<file path="config.mk">
export PLATFORM = sky130hd
export DESIGN_NAME = uart_rx_buffer
export DESIGN_NICKNAME = d
export VERILOG_FILES = /design/src/rtl/uart_rx_buffer.sv
export SDC_FILE = /design/constraint.sdc
export NUM_CORES = 1
export LEC_CHECK = 0
export CORE_UTILIZATION = 65
export DETAILED_ROUTE_END_ITERATION = 10
export HOLD_SLACK_MARGIN = 0.15
export PLACE_DENSITY = 0.83
export SYNTH_ARGS = -nofsm -noshare
export SYNTH_HDL_FRONTEND = slang
export SYNTH_SLANG_ARGS = --single-unit
</file>
<file path="constraint.sdc">
create_clock -name clk -period 6 [get_ports clk]
set_input_delay 1.2 -clock clk [delete_from_list [all_inputs] [get_ports clk]]
set_output_delay 1.2 -clock clk [all_outputs]
set_load 0.005 [all_outputs]
</file>
<file path="src/rtl/uart_rx_buffer.sv">
// UART receiver (8N1) feeding a first-word-fall-through byte FIFO with sticky error flags.
// Define UART_RX_PARITY_EN for an even-parity bit after bit 7 (8E1); otherwise parity_error is tied to 0.
module uart_rx_buffer #(
  parameter int CLOCK_FREQ  = 50000000,
  parameter int BAUD_RATE   = 115200,
  parameter int BUFFER_SIZE = 32
) (
  input  logic                             clk,
  input  logic                             rst,
  input  logic                             rx,
  input  logic                             rd_en,
  input  logic                             clr_err,
  output logic [7:0]                       rd_data,
  output logic                             empty,
  output logic                             full,
  output logic [$clog2(BUFFER_SIZE+1)-1:0] count,
  output logic                             frame_error,
  output logic                             overrun,
  output logic                             parity_error
);

  localparam int CLKS_PER_BIT = CLOCK_FREQ / BAUD_RATE;
  localparam int CNT_W        = (CLKS_PER_BIT > 1) ? $clog2(CLKS_PER_BIT) : 1;
  localparam int PTR_W        = $clog2(BUFFER_SIZE);
  localparam int CW           = $clog2(BUFFER_SIZE + 1);
  localparam logic [CNT_W-1:0] HALF_LAST = CNT_W'(CLKS_PER_BIT / 2 - 1);
  localparam logic [CNT_W-1:0] BIT_LAST  = CNT_W'(CLKS_PER_BIT - 1);

  typedef enum logic [2:0] {
    IDLE,
    START,
    DATA,
`ifdef UART_RX_PARITY_EN
    PARITY,
`endif
    STOP
  } state_t;

  logic             rx_meta_q, rx_sync_q;
  logic [1:0]       settle_q, settle_d;
  logic             line_high_q, line_high_d;
  state_t           state_q, state_d;
  logic [CNT_W-1:0] cnt_q, cnt_d;
  logic [2:0]       bit_idx_q, bit_idx_d;
  logic [7:0]       shift_q, shift_d;
  logic [PTR_W-1:0] wr_ptr_q, wr_ptr_d, rd_ptr_q, rd_ptr_d;
  logic [CW-1:0]    count_q, count_d;
  logic             frame_error_q, frame_error_d, overrun_q, overrun_d;
  logic             push_req, frame_set, fall, pop, wr_en, overrun_set;
  logic [7:0]       mem_q [BUFFER_SIZE];
`ifdef UART_RX_PARITY_EN
  logic             parity_bad_q, parity_bad_d, parity_error_q, parity_error_d, parity_set;
`endif

  // The synchronizer resets to 1, so its output is not trusted until two real samples have arrived.
  assign fall = settle_q[1] & line_high_q & ~rx_sync_q;

  always_comb begin
    settle_d    = {settle_q[0], 1'b1};
    line_high_d = settle_q[1] & rx_sync_q;
    state_d     = state_q;
    cnt_d       = cnt_q + CNT_W'(1);
    bit_idx_d   = bit_idx_q;
    shift_d     = shift_q;
    push_req    = 1'b0;
    frame_set   = 1'b0;
`ifdef UART_RX_PARITY_EN
    parity_bad_d = parity_bad_q;
    parity_set   = 1'b0;
`endif
    case (state_q)
      IDLE: begin
        cnt_d = '0;
        if (fall) state_d = START;
      end
      START: begin
`ifdef UART_RX_PARITY_EN
        parity_bad_d = 1'b0;
`endif
        if (cnt_q == HALF_LAST) begin
          cnt_d     = '0;
          bit_idx_d = '0;
          state_d   = rx_sync_q ? IDLE : DATA;
        end
      end
      DATA: begin
        if (cnt_q == BIT_LAST) begin
          cnt_d     = '0;
          shift_d   = {rx_sync_q, shift_q[7:1]};
          bit_idx_d = bit_idx_q + 3'd1;
          if (bit_idx_q == 3'd7) begin
`ifdef UART_RX_PARITY_EN
            state_d = PARITY;
`else
            state_d = STOP;
`endif
          end
        end
      end
`ifdef UART_RX_PARITY_EN
      PARITY: begin
        if (cnt_q == BIT_LAST) begin
          cnt_d        = '0;
          parity_bad_d = (^shift_q) != rx_sync_q;
          parity_set   = parity_bad_d;
          state_d      = STOP;
        end
      end
`endif
      STOP: begin
        if (cnt_q == BIT_LAST) begin
          cnt_d   = '0;
          state_d = IDLE;
          if (rx_sync_q) begin
`ifdef UART_RX_PARITY_EN
            push_req = ~parity_bad_q;
`else
            push_req = 1'b1;
`endif
          end else begin
            frame_set = 1'b1;
          end
        end
      end
      default: state_d = IDLE;
    endcase
  end

  // A push on a full FIFO only lands if a pop frees the head slot in the same cycle.
  always_comb begin
    pop         = rd_en & ~empty;
    wr_en       = push_req & (~full | pop);
    overrun_set = push_req & full & ~pop;
    wr_ptr_d    = wr_en ? wr_ptr_q + PTR_W'(1) : wr_ptr_q;
    rd_ptr_d    = pop ? rd_ptr_q + PTR_W'(1) : rd_ptr_q;
    count_d     = count_q;
    if (wr_en && !pop) count_d = count_q + CW'(1);
    else if (!wr_en && pop) count_d = count_q - CW'(1);
    frame_error_d = frame_set | (frame_error_q & ~clr_err);
    overrun_d     = overrun_set | (overrun_q & ~clr_err);
`ifdef UART_RX_PARITY_EN
    parity_error_d = parity_set | (parity_error_q & ~clr_err);
`endif
  end

  always_ff @(posedge clk) begin
    if (rst) begin
      rx_meta_q     <= 1'b1;
      rx_sync_q     <= 1'b1;
      settle_q      <= '0;
      line_high_q   <= 1'b0;
      state_q       <= IDLE;
      cnt_q         <= '0;
      bit_idx_q     <= '0;
      shift_q       <= '0;
      wr_ptr_q      <= '0;
      rd_ptr_q      <= '0;
      count_q       <= '0;
      frame_error_q <= 1'b0;
      overrun_q     <= 1'b0;
`ifdef UART_RX_PARITY_EN
      parity_bad_q   <= 1'b0;
      parity_error_q <= 1'b0;
`endif
    end else begin
      rx_meta_q     <= rx;
      rx_sync_q     <= rx_meta_q;
      settle_q      <= settle_d;
      line_high_q   <= line_high_d;
      state_q       <= state_d;
      cnt_q         <= cnt_d;
      bit_idx_q     <= bit_idx_d;
      shift_q       <= shift_d;
      wr_ptr_q      <= wr_ptr_d;
      rd_ptr_q      <= rd_ptr_d;
      count_q       <= count_d;
      frame_error_q <= frame_error_d;
      overrun_q     <= overrun_d;
`ifdef UART_RX_PARITY_EN
      parity_bad_q   <= parity_bad_d;
      parity_error_q <= parity_error_d;
`endif
    end
  end

  always_ff @(posedge clk) begin
    if (wr_en) mem_q[wr_ptr_q] <= shift_q;
  end

  assign rd_data     = mem_q[rd_ptr_q];
  assign empty       = (count_q == '0);
  assign full        = (count_q == CW'(BUFFER_SIZE));
  assign count       = count_q;
  assign frame_error = frame_error_q;
  assign overrun     = overrun_q;
`ifdef UART_RX_PARITY_EN
  assign parity_error = parity_error_q;
`else
  assign parity_error = 1'b0;
`endif

endmodule

</file>
Word level (Yosys, flattened, before mapping)

Memory sizes are Yosys's and may differ from the RTL's. A register that Yosys moved wholly into a read port is not among the register bits.
Index checks and enable logic that the tools add are counted.

Word-level logic and storage cells: 88
Output and inout bits: 19
Input bits: 5
Memories kept: 1
Bits in registers: 46
Bits in writable memories: 256

Bitwise logic cells: 17
Multiplexer cells: 26
Equality and inequality tests: 12
$add $sub $neg: 6
Reductions and logical operators: 12

Memories:

| name  | words | bits a word | rd ports | clocked after memory_dff | write ports | RTL line | RTL |
|---|---|---|---|---|---|---|---|
| mem_q | 32    | 8           | 1        | 1                        | 1           | 50       | `logic [7:0] mem_q [BUFFER_SIZE];` |

Operators with widths:

| kind                | number |
|---|---|
| $pmux 9 s3          | 1 |
| $mux 3              | 7 |
| $mux 9              | 2 |
| $mux 6              | 2 |
| $pmux 3 s4          | 1 |
| $add 5x1->5 const B | 2 |
| $mux 5              | 2 |
| $ne 2x2->1 const B  | 5 |
| $add 9x1->9 const B | 1 |
| $and 1x1->1         | 9 |
| $eq 9x8->1 const B  | 1 |
| $eq 9x9->1 const B  | 1 |
| $mux 1              | 9 |
| $add 6x1->6 const B | 1 |
| $eq 3x2->1 const B  | 2 |
| $eq 6x6->1 const B  | 1 |
| $logic_not 6->1     | 1 |
| $pmux 3 s2          | 1 |
| $sub 6x1->6 const B | 1 |
| $not 1->1           | 5 |
| $reduce_and 5->1    | 1 |
| $reduce_bool 2->1   | 2 |
| $add 3x1->3 const B | 1 |
| $eq 3x1->1 const B  | 1 |
| 9 further kinds     | 13 |

Logic depth before layout (Yosys ltp)

Gate-level depths: netlist of run 1.

Word-level depth: 9
Gate-level depth with buffers: 13
Depth with buffers taken out: 12

Worst setup path after synthesis of run 1

No wires, ideal clock.

Path kind: input -> register
Start point: input rd_en
End point: register count_q[5] (netlist: count[5])
Slack: 2.582 ns
Data arrival time: 3.295 ns
Stages on the path: 8
Setup time: 0.123 ns
Buffers on the path: 1
Data required time: 5.877 ns
Cells stage by stage: nor4_2 > nor2_1 > ha_1 > clkbuf_1 > or4_1 > a21o_1 > o211ai_1 > mux2_1

Word-level cells in the longest chain between the ends: 6
Elaborated cells between the ends (all ways): 9
Those cells by class: mux (1); bitwise (3); reduce/logical (5)

Ends and longest elaborated chain:

| element                            | RTL line | RTL |
|---|---|---|
| from (decl)                        | 11       | `input logic rd_en,` |
| $and 1x1->1 (*)                    | 131      | `pop = rd_en & ~empty;` |
| $or 1x1->1 (*)                     | 132      | `wr_en = push_req & (~full \| pop);` |
| $and 1x1->1 (*)                    | 132      |  |
| named net wr_en                    | 49       | `logic push_req, frame_set, fall, pop, wr_en, overrun_set;` |
| $logic_not 1->1                    | 138      | `else if (!wr_en && pop) count_d = count_q - CW'(1);` |
| $logic_and 1x1->1                  | 138      |  |
| $reduce_bool 2->1 (no source line) | n/a      |  |
| to (signal assigned)               | 176      | `count_q <= count_d;` |
| to (decl)                          | 47       | `logic [CW-1:0] count_q, count_d;` |

The timed path passes the listed nets; every way through them passes the cells marked *.
A chain may end at the register's enable or synchronous reset.

==> flow_metrics.py, run 1 <==
metrics = {
    "outcome": {
        "status": "complete, no violations",
    },
    "sta": {
        "timing.final.crit_period_ps": 4850,
        "fmax_mhz": 206,
        "slew_viol_final": 0,
        "clock_skew_ps": 14.7,
        "finalSetupViolCount": 0,
        "finalHoldViolations": 0,
        "setup_tns_ps": 0,
        "slew_headroom": 0.0920,
        "post-route-period-util": 0.808,
        "rsz0062_at_grt": "no",
        "tightest_slew_ps": 1360,
    },
    "setup_path": {
        "path_depth": 6,
        "end_kind": "primary output",
        "cp_slowest_cell": "dfxtp_4",
        "critical_path_class": "flop to primary output",
        "path_max_fanout": 62,
        "path_cells": "buf_4 > mux2i_1 > a22oi_1 > nand3_1 > nand3_1 > clkdlybuf4s50_1",
        "rrSetupSlack_ps": 2400,
        "worst_path_most_repeated_cell": "nand3_1",
        "worst_ep_arrival_time_ps": 3650,
        "reg2reg_depth": 10,
        "reg2reg_from": "count[0]",
        "crit_path_max_incr_delay_ps": 990,
        "crit_buf_inv": 2,
        "crit_end": "rd_data[5]",
        "r2r_end": "count[5]",
        "critPathLaunchType": "flop",
        "required_ps": 4800,
        "critPathTopFamily": "buffers and inverters",
    },
    "synthesis": {
        "netlist_area_um2": 12300,
        "async_reset_ff_frac": 0,
        "seq_area_frac_synth": 0.707,
        "syn-num-nets": 781,
        "synth_seq_cells": 306,
        "synth-main-ff-cell": "edfxtp_1",
        "synth_edf_count": 256,
        "synthCells": 760,
        "syn_avg_cell_area_um2": 16.2,
        "yosys_warnings": 0,
        "synth_cell_type_count": 61,
    },
    "floorplan": {
        "io_pins": 24,
        "die_w_um": 140,
        "die_y_um": 140,
        "rows": 49,
        "start_util": 0.673,
        "coreArea_um2": 18300,
        "dieArea_um2": 19500,
    },
    "job": {
        "cap_violations": 0,
    },
    "grt": {
        "grt_use_met2": 0.439,
        "grt_max_degree": 63,
        "met1_usage": 0.355,
        "grtUsageTotal": 0.268,
        "grt_pass1_vias": 6876,
        "antenna_found_initial": 0,
        "met3_usage": 0.0551,
        "grt_first_pass_wirelength_um": 39000,
        "grt_overflow": 0,
        "busiest_layer": "met2",
    },
    "clocking": {
        "numCtsBuffers": 29,
        "clk_pin_slew_ps": 60,
        "cts_setup_buffers": 0,
        "cts_root_buffer": "clkbuf_16",
        "cts_hold_buf": 0,
        "cts_buffer_depth": 3,
        "cts_sinks": 306,
        "cts_tree": "yes",
        "clk_latency_ps": 550,
        "htree_levels": 1,
        "cts_resized": 0,
    },
    "layout": {
        "drive_gt1_frac": 0.122,
        "final_nets": 796,
        "layout_common_cells": "256 x edfxtp_1, 74 x mux2i_1, 69 x nor2_1",
        "diodes": 0,
        "final_common_cell": "edfxtp_1",
        "regArea_um2": 8690,
        "multi_input_area_um2": 3370,
        "n_fill_cell": 1039,
        "syn_to_final_growth_pct": 10.9,
    },
    "detailed_routing": {
        "drtAntennaViolNets": 0,
        "wl_um": 25300,
        "vias": 6901,
        "wl_per_cell_um": 24.6,
        "via_per_inst": 6.73,
        "drc_errors": 0,
        "dr.first_iter.drc_count": 790,
        "drtPass1Iterations": 6,
    },
    "power": {
        "peakVddDrop_v": 0.000289,
        "leakagePower_nw": 4.27,
        "p_per_area_nw_per_um2": 357,
        "finalPower_w": 0.00487,
    },
    "hold_path": {
        "hold_path.class": "flop to flop",
    },
    "place": {
        "hpwl_um": 14900,
        "port_buffers": 22,
        "gp_congestion": 0.934,
    },
}
==> worst reg2reg max path, stage by stage, from the launching register on <==
cell,delay (ps)
dfxtp_1,390
or4_1,710
nor4_2,510
nor2_1,130
ha_1,300
inv_1,200
ha_1,320
and4b_1,240
a311oi_1,220
o211ai_1,150
mux2_1,320
==> state kept, by name, summed over array words and instances, names as in the netlist, 2 cells and up, named ones only <==
signal,count
bit_idx_q,3
cnt_q,9
count,6
mem_q,256
rd_ptr_q,5
settle_q,2
shift_q,8
state_q,2
wr_ptr_q,5
==> cells by family (layout without fill, tap and decap cells) <==
group	after synthesis	in the layout	share of synthesized area
and+or+nand+nor	172	172	0.0728
xor gates and xnor gates	13	13	0.00926
adders and majority gates	16	16	0.0169
DFF	306	306	0.707
buffers and inverters	56	93	0.0193
other	1	1	0.000305
AOI/OAI and AO/OA	88	88	0.0537
muxes	108	108	0.121
==> per-stage QoR <==
step                      hold slack, ps  utilization  instances  setup WS [ps]  instance area [um^2]
after detailed placement             395        0.693        973           1730                 12700
after global routing                 427        0.746       1026           1050                 13600
after floorplan                      389            -        760           2580                 12300
after CTS                            408        0.746       1026           1160                 13600
final                                408        0.746       1026           1150                 13600
after global placement               396        0.693        973           1820                 12700
==> Yosys cell counts, types with 3 or more instances <==
| master | instances | area share |
|---|---|---|
| a211o_1 | 3 | 0.0021 |
| a21o_1 | 5 | 0.0031 |
| a21oi_1 | 12 | 0.0049 |
| a221oi_1 | 8 | 0.0057 |
| a22o_1 | 8 | 0.0057 |
| a22oi_1 | 32 | 0.020 |
| and2_1 | 3 | 0.0015 |
| buf_1 | 5 | 0.0015 |
| buf_2 | 15 | 0.0061 |
| clkbuf_1 | 19 | 0.0058 |
| dfxtp_1 | 50 | 0.081 |
| edfxtp_1 | 256 | 0.63 |
| ha_1 | 15 | 0.015 |
| inv_1 | 14 | 0.0043 |
| mux2i_1 | 74 | 0.060 |
| mux4_2 | 32 | 0.059 |
| nand2_1 | 12 | 0.0037 |
| nand3_1 | 38 | 0.015 |
| nand3_2 | 3 | 0.0024 |
| nand3b_1 | 4 | 0.0024 |
| nand4_1 | 4 | 0.0020 |
| nor2_1 | 69 | 0.021 |
| nor2b_1 | 7 | 0.0036 |
| nor3_1 | 5 | 0.0020 |
| o21ai_0 | 4 | 0.0016 |
| o31ai_1 | 3 | 0.0018 |
| or2_2 | 3 | 0.0015 |
| or4_1 | 4 | 0.0024 |
| xnor2_1 | 6 | 0.0043 |
| xor2_1 | 7 | 0.0050 |
==> metal layers <==
metal  vias up  share of wire
li1       3011              -
met1      3435           0.39
met3        65          0.093
met2       390           0.48
met4         0          0.037
met5         -              0
==> how the worst min path moves through the flow <==
stage                    from        end  slack (ps)  cells after the start
floorplan           rx_meta_q  rx_sync_q         390                      1
global placement    rx_meta_q  rx_sync_q         400                      1
detailed placement  rx_meta_q  rx_sync_q         390                      1
CTS                 rx_meta_q  rx_sync_q         410                      1
global route        rx_meta_q  rx_sync_q         430                      1
finish              rx_meta_q  rx_sync_q         410                      1
==> final cells by class <==
class / count / share of cell area
Clock inverter: 21 / 0.0179
Tap cell: 229 / 0.0210
Multi-Input combinational cell: 398 / 0.247
Clock buffer: 32 / 0.0540
Inverter: 14 / 0.00385
Sequential cell: 306 / 0.637
Timing Repair Buffer: 26 / 0.0183
==> where the power goes <==
| group | total, W | internal [W] | switching, W | leakage (nW) |
|---|---|---|---|---|
| registers | 0.00238 | 0.00230 | 0.0000763 | 2.78 |
| logic | 0.000615 | 0.000318 | 0.000296 | 1.02 |
| clock network | 0.00187 | 0.00110 | 0.000770 | 0.471 |
Power figures use the tool's default switching activity.
==> run 2: changes to the inputs <==
--- a/config.mk
+++ b/config.mk
@@ -5,10 +5,10 @@
 export SDC_FILE = /design/constraint.sdc
 export NUM_CORES = 1
 export LEC_CHECK = 0
-export CORE_UTILIZATION = 65
+export CORE_UTILIZATION = 62
 export DETAILED_ROUTE_END_ITERATION = 10
 export HOLD_SLACK_MARGIN = 0.15
-export PLACE_DENSITY = 0.83
+export PLACE_DENSITY = 0.79
 export SYNTH_ARGS = -nofsm -noshare
 export SYNTH_HDL_FRONTEND = slang
 export SYNTH_SLANG_ARGS = --single-unit
==> constraint.sdc (replaced) <==
create_clock -name clk -period 4.5 [get_ports clk]
set_input_delay 0.9 -clock clk [delete_from_list [all_inputs] [get_ports clk]]
set_output_delay 0.9 -clock clk [all_outputs]
set_load 0.005 [all_outputs]
==> run 2 against run 1 <==
- sequential share of layout area fell by 0.55 points
- clock skew fell by 2.8 ps
- first-iteration DRC count fell by 22%
- via count fell by 0.42%
- power rose by 32%
- cell area rose by 0.87%
- utilization fell by 4.0 points
- die area rose by 4.8%
- critical endpoint is now rd_data[3]
- register-to-register slack got worse by 1400 ps
- flip-flop and latch count did not move
- final cell count rose by 4.8%
- sequential power rose by 33%
==> flow_metrics.py, run 2 (synthesis gave the netlist of run 1 again) <==
metrics = {
    "outcome": {
        "status": "complete, no violations",
    },
    "clocking": {
        "clk_latency_ps": 540,
        "clk_pin_slew_ps": 60,
        "cts_buffer_depth": 3,
        "htree_levels": 1,
        "cts_resized": 0,
        "cts_hold_buf": 0,
        "cts_tree": "yes",
        "numCtsBuffers": 30,
        "cts_sinks": 306,
        "cts_root_buffer": "clkbuf_16",
        "cts_setup_buffers": 0,
    },
    "job": {
        "cap_violations": 0,
    },
    "setup_path": {
        "path_max_fanout": 25,
        "end_kind": "primary output",
        "required_ps": 3600,
        "reg2reg_depth": 9,
        "rrSetupSlack_ps": 970,
        "critPathLaunchType": "flop",
        "worst_ep_arrival_time_ps": 3370,
        "r2r_end": "count[5]",
        "reg2reg_from": "count[0]",
        "critical_path_class": "flop to primary output",
    },
    "sta": {
        "finalSetupViolCount": 0,
        "rsz0062_at_grt": "no",
        "timing.final.crit_period_ps": 4270,
        "setup_ws_ps": 229,
        "tightest_slew_ps": 1340,
        "fmax_mhz": 234,
        "post-route-period-util": 0.949,
        "slew_headroom": 0.103,
        "timing.hold.ws_ps": 408,
        "slew_viol_final": 0,
        "finalHoldViolations": 0,
        "clock_skew_ps": 11.9,
        "setup_tns_ps": 0,
    },
    "hold_path": {
        "hold_path_depth": 1,
        "holdPathEnd": "rx_sync_q",
        "min-delay-start": "rx_meta_q",
        "hold_path.class": "flop to flop",
    },
    "layout": {
        "drive_gt1_frac": 0.133,
        "finish.utilization": 0.707,
        "diodes": 0,
        "syn_to_final_growth_pct": 11.9,
        "n_fill_cell": 1195,
        "reg_top3": "mem_q x256, cnt_q x9, shift_q x8",
        "layout_common_cells": "256 x edfxtp_1, 74 x mux2i_1, 69 x nor2_1",
        "final_nets": 807,
        "regMostFlops": "mem_q",
        "largest_reg_flops": 256,
        "final_common_cell": "edfxtp_1",
    },
    "grt": {
        "antenna_found_initial": 0,
        "grt_first_pass_wirelength_um": 38600,
        "grt_pass1_vias": 6913,
        "grt_overflow": 0,
        "grt_max_degree": 44,
        "grtUsageTotal": 0.256,
    },
    "floorplan": {
        "die_y_um": 143,
        "io_pins": 24,
        "coreArea_um2": 19500,
        "start_util": 0.632,
        "die_w_um": 143,
        "dieArea_um2": 20400,
        "rows": 51,
    },
    "detailed_routing": {
        "wl_per_cell_um": 23.2,
        "drtAntennaViolNets": 0,
        "via_per_inst": 6.39,
        "drtPass1Iterations": 5,
        "dr.first_iter.drc_count": 613,
        "vias": 6872,
        "drc_errors": 0,
        "wl_um": 25000,
    },
    "power": {
        "p_seq_frac": 0.494,
        "switchingPower_w": 0.00151,
        "clkPwrFrac": 0.376,
        "peakVddDrop_v": 0.000420,
        "share_comb_of_total_power": 0.131,
        "finalPower_w": 0.00642,
        "p_per_area_nw_per_um2": 467,
        "power.internal_w": 0.00492,
        "switching_share": 0.235,
        "leakagePower_nw": 4.34,
    },
    "place": {
        "hpwl_um": 15800,
        "gp_congestion": 0.806,
        "dp_slack_ps": 718,
        "port_buffers": 22,
    },
}
[run 2: worst max-delay path by stage]
stage / slack, ps / to / start / cells after the start
after floorplan: 1320 / count[5] / count[0] / 10
after global placement: 760 / rd_data[7] / flop / 5
after detailed placement: 720 / rd_data[7] / flop / 5
after CTS: 150 / rd_data[3] / flop / 5
after global routing: 60 / rd_data[0] / flop / 5
final: 230 / rd_data[3] / flop / 5
[run 2: critical path: stages (launching register included)]
cell,delay [ps]
dfxtp_2,840
buf_4,320
mux4_2,520
a221oi_1,510
nand3_1,170
clkdlybuf4s50_1,470
[run 2: metal layers]
metal  up-vias  GRT usage  routed length, um
li1       3036          -                  -
met1      3471      0.349              10200
met2       319      0.428              12200
met3        46     0.0349               1880
met4         0     0.0860                657
met5         -          0                  0
[run 2: area by class of cell]
type / count / area, um^2 / share of cell area
clock inverters: 10 / 53.8 / 0.00391
flip-flops and latches: 306 / 8690 / 0.632
clock buffers: 46 / 926 / 0.0673
repair buffers: 36 / 325 / 0.0236
multi-input cells: 398 / 3370 / 0.245
inverters: 14 / 52.6 / 0.00382
well taps: 265 / 332 / 0.0241
[run 2: power by group through the flow]
stage | registers, W | clock network [W] | logic [W]
final | 0.00317 | 0.00241 | 0.000840
after global routing | 0.00318 | 0.00254 | 0.000906
after CTS | 0.00317 | 0.00243 | 0.000836
after detailed placement | 0.00323 | 0 | 0.000827
after global placement | 0.00323 | 0 | 0.000785
after floorplan | 0.00318 | 0 | 0.000562
[run 2: per-stage QoR]
| step | cell area [um^2] | cells |
|---|---|---|
| CTS | 13800 | 1075 |
| detailed placement | 12800 | 1019 |
| global route | 13800 | 1075 |
| finish | 13800 | 1075 |
| global placement | 12800 | 1019 |
| floorplan | 12300 | 760 |
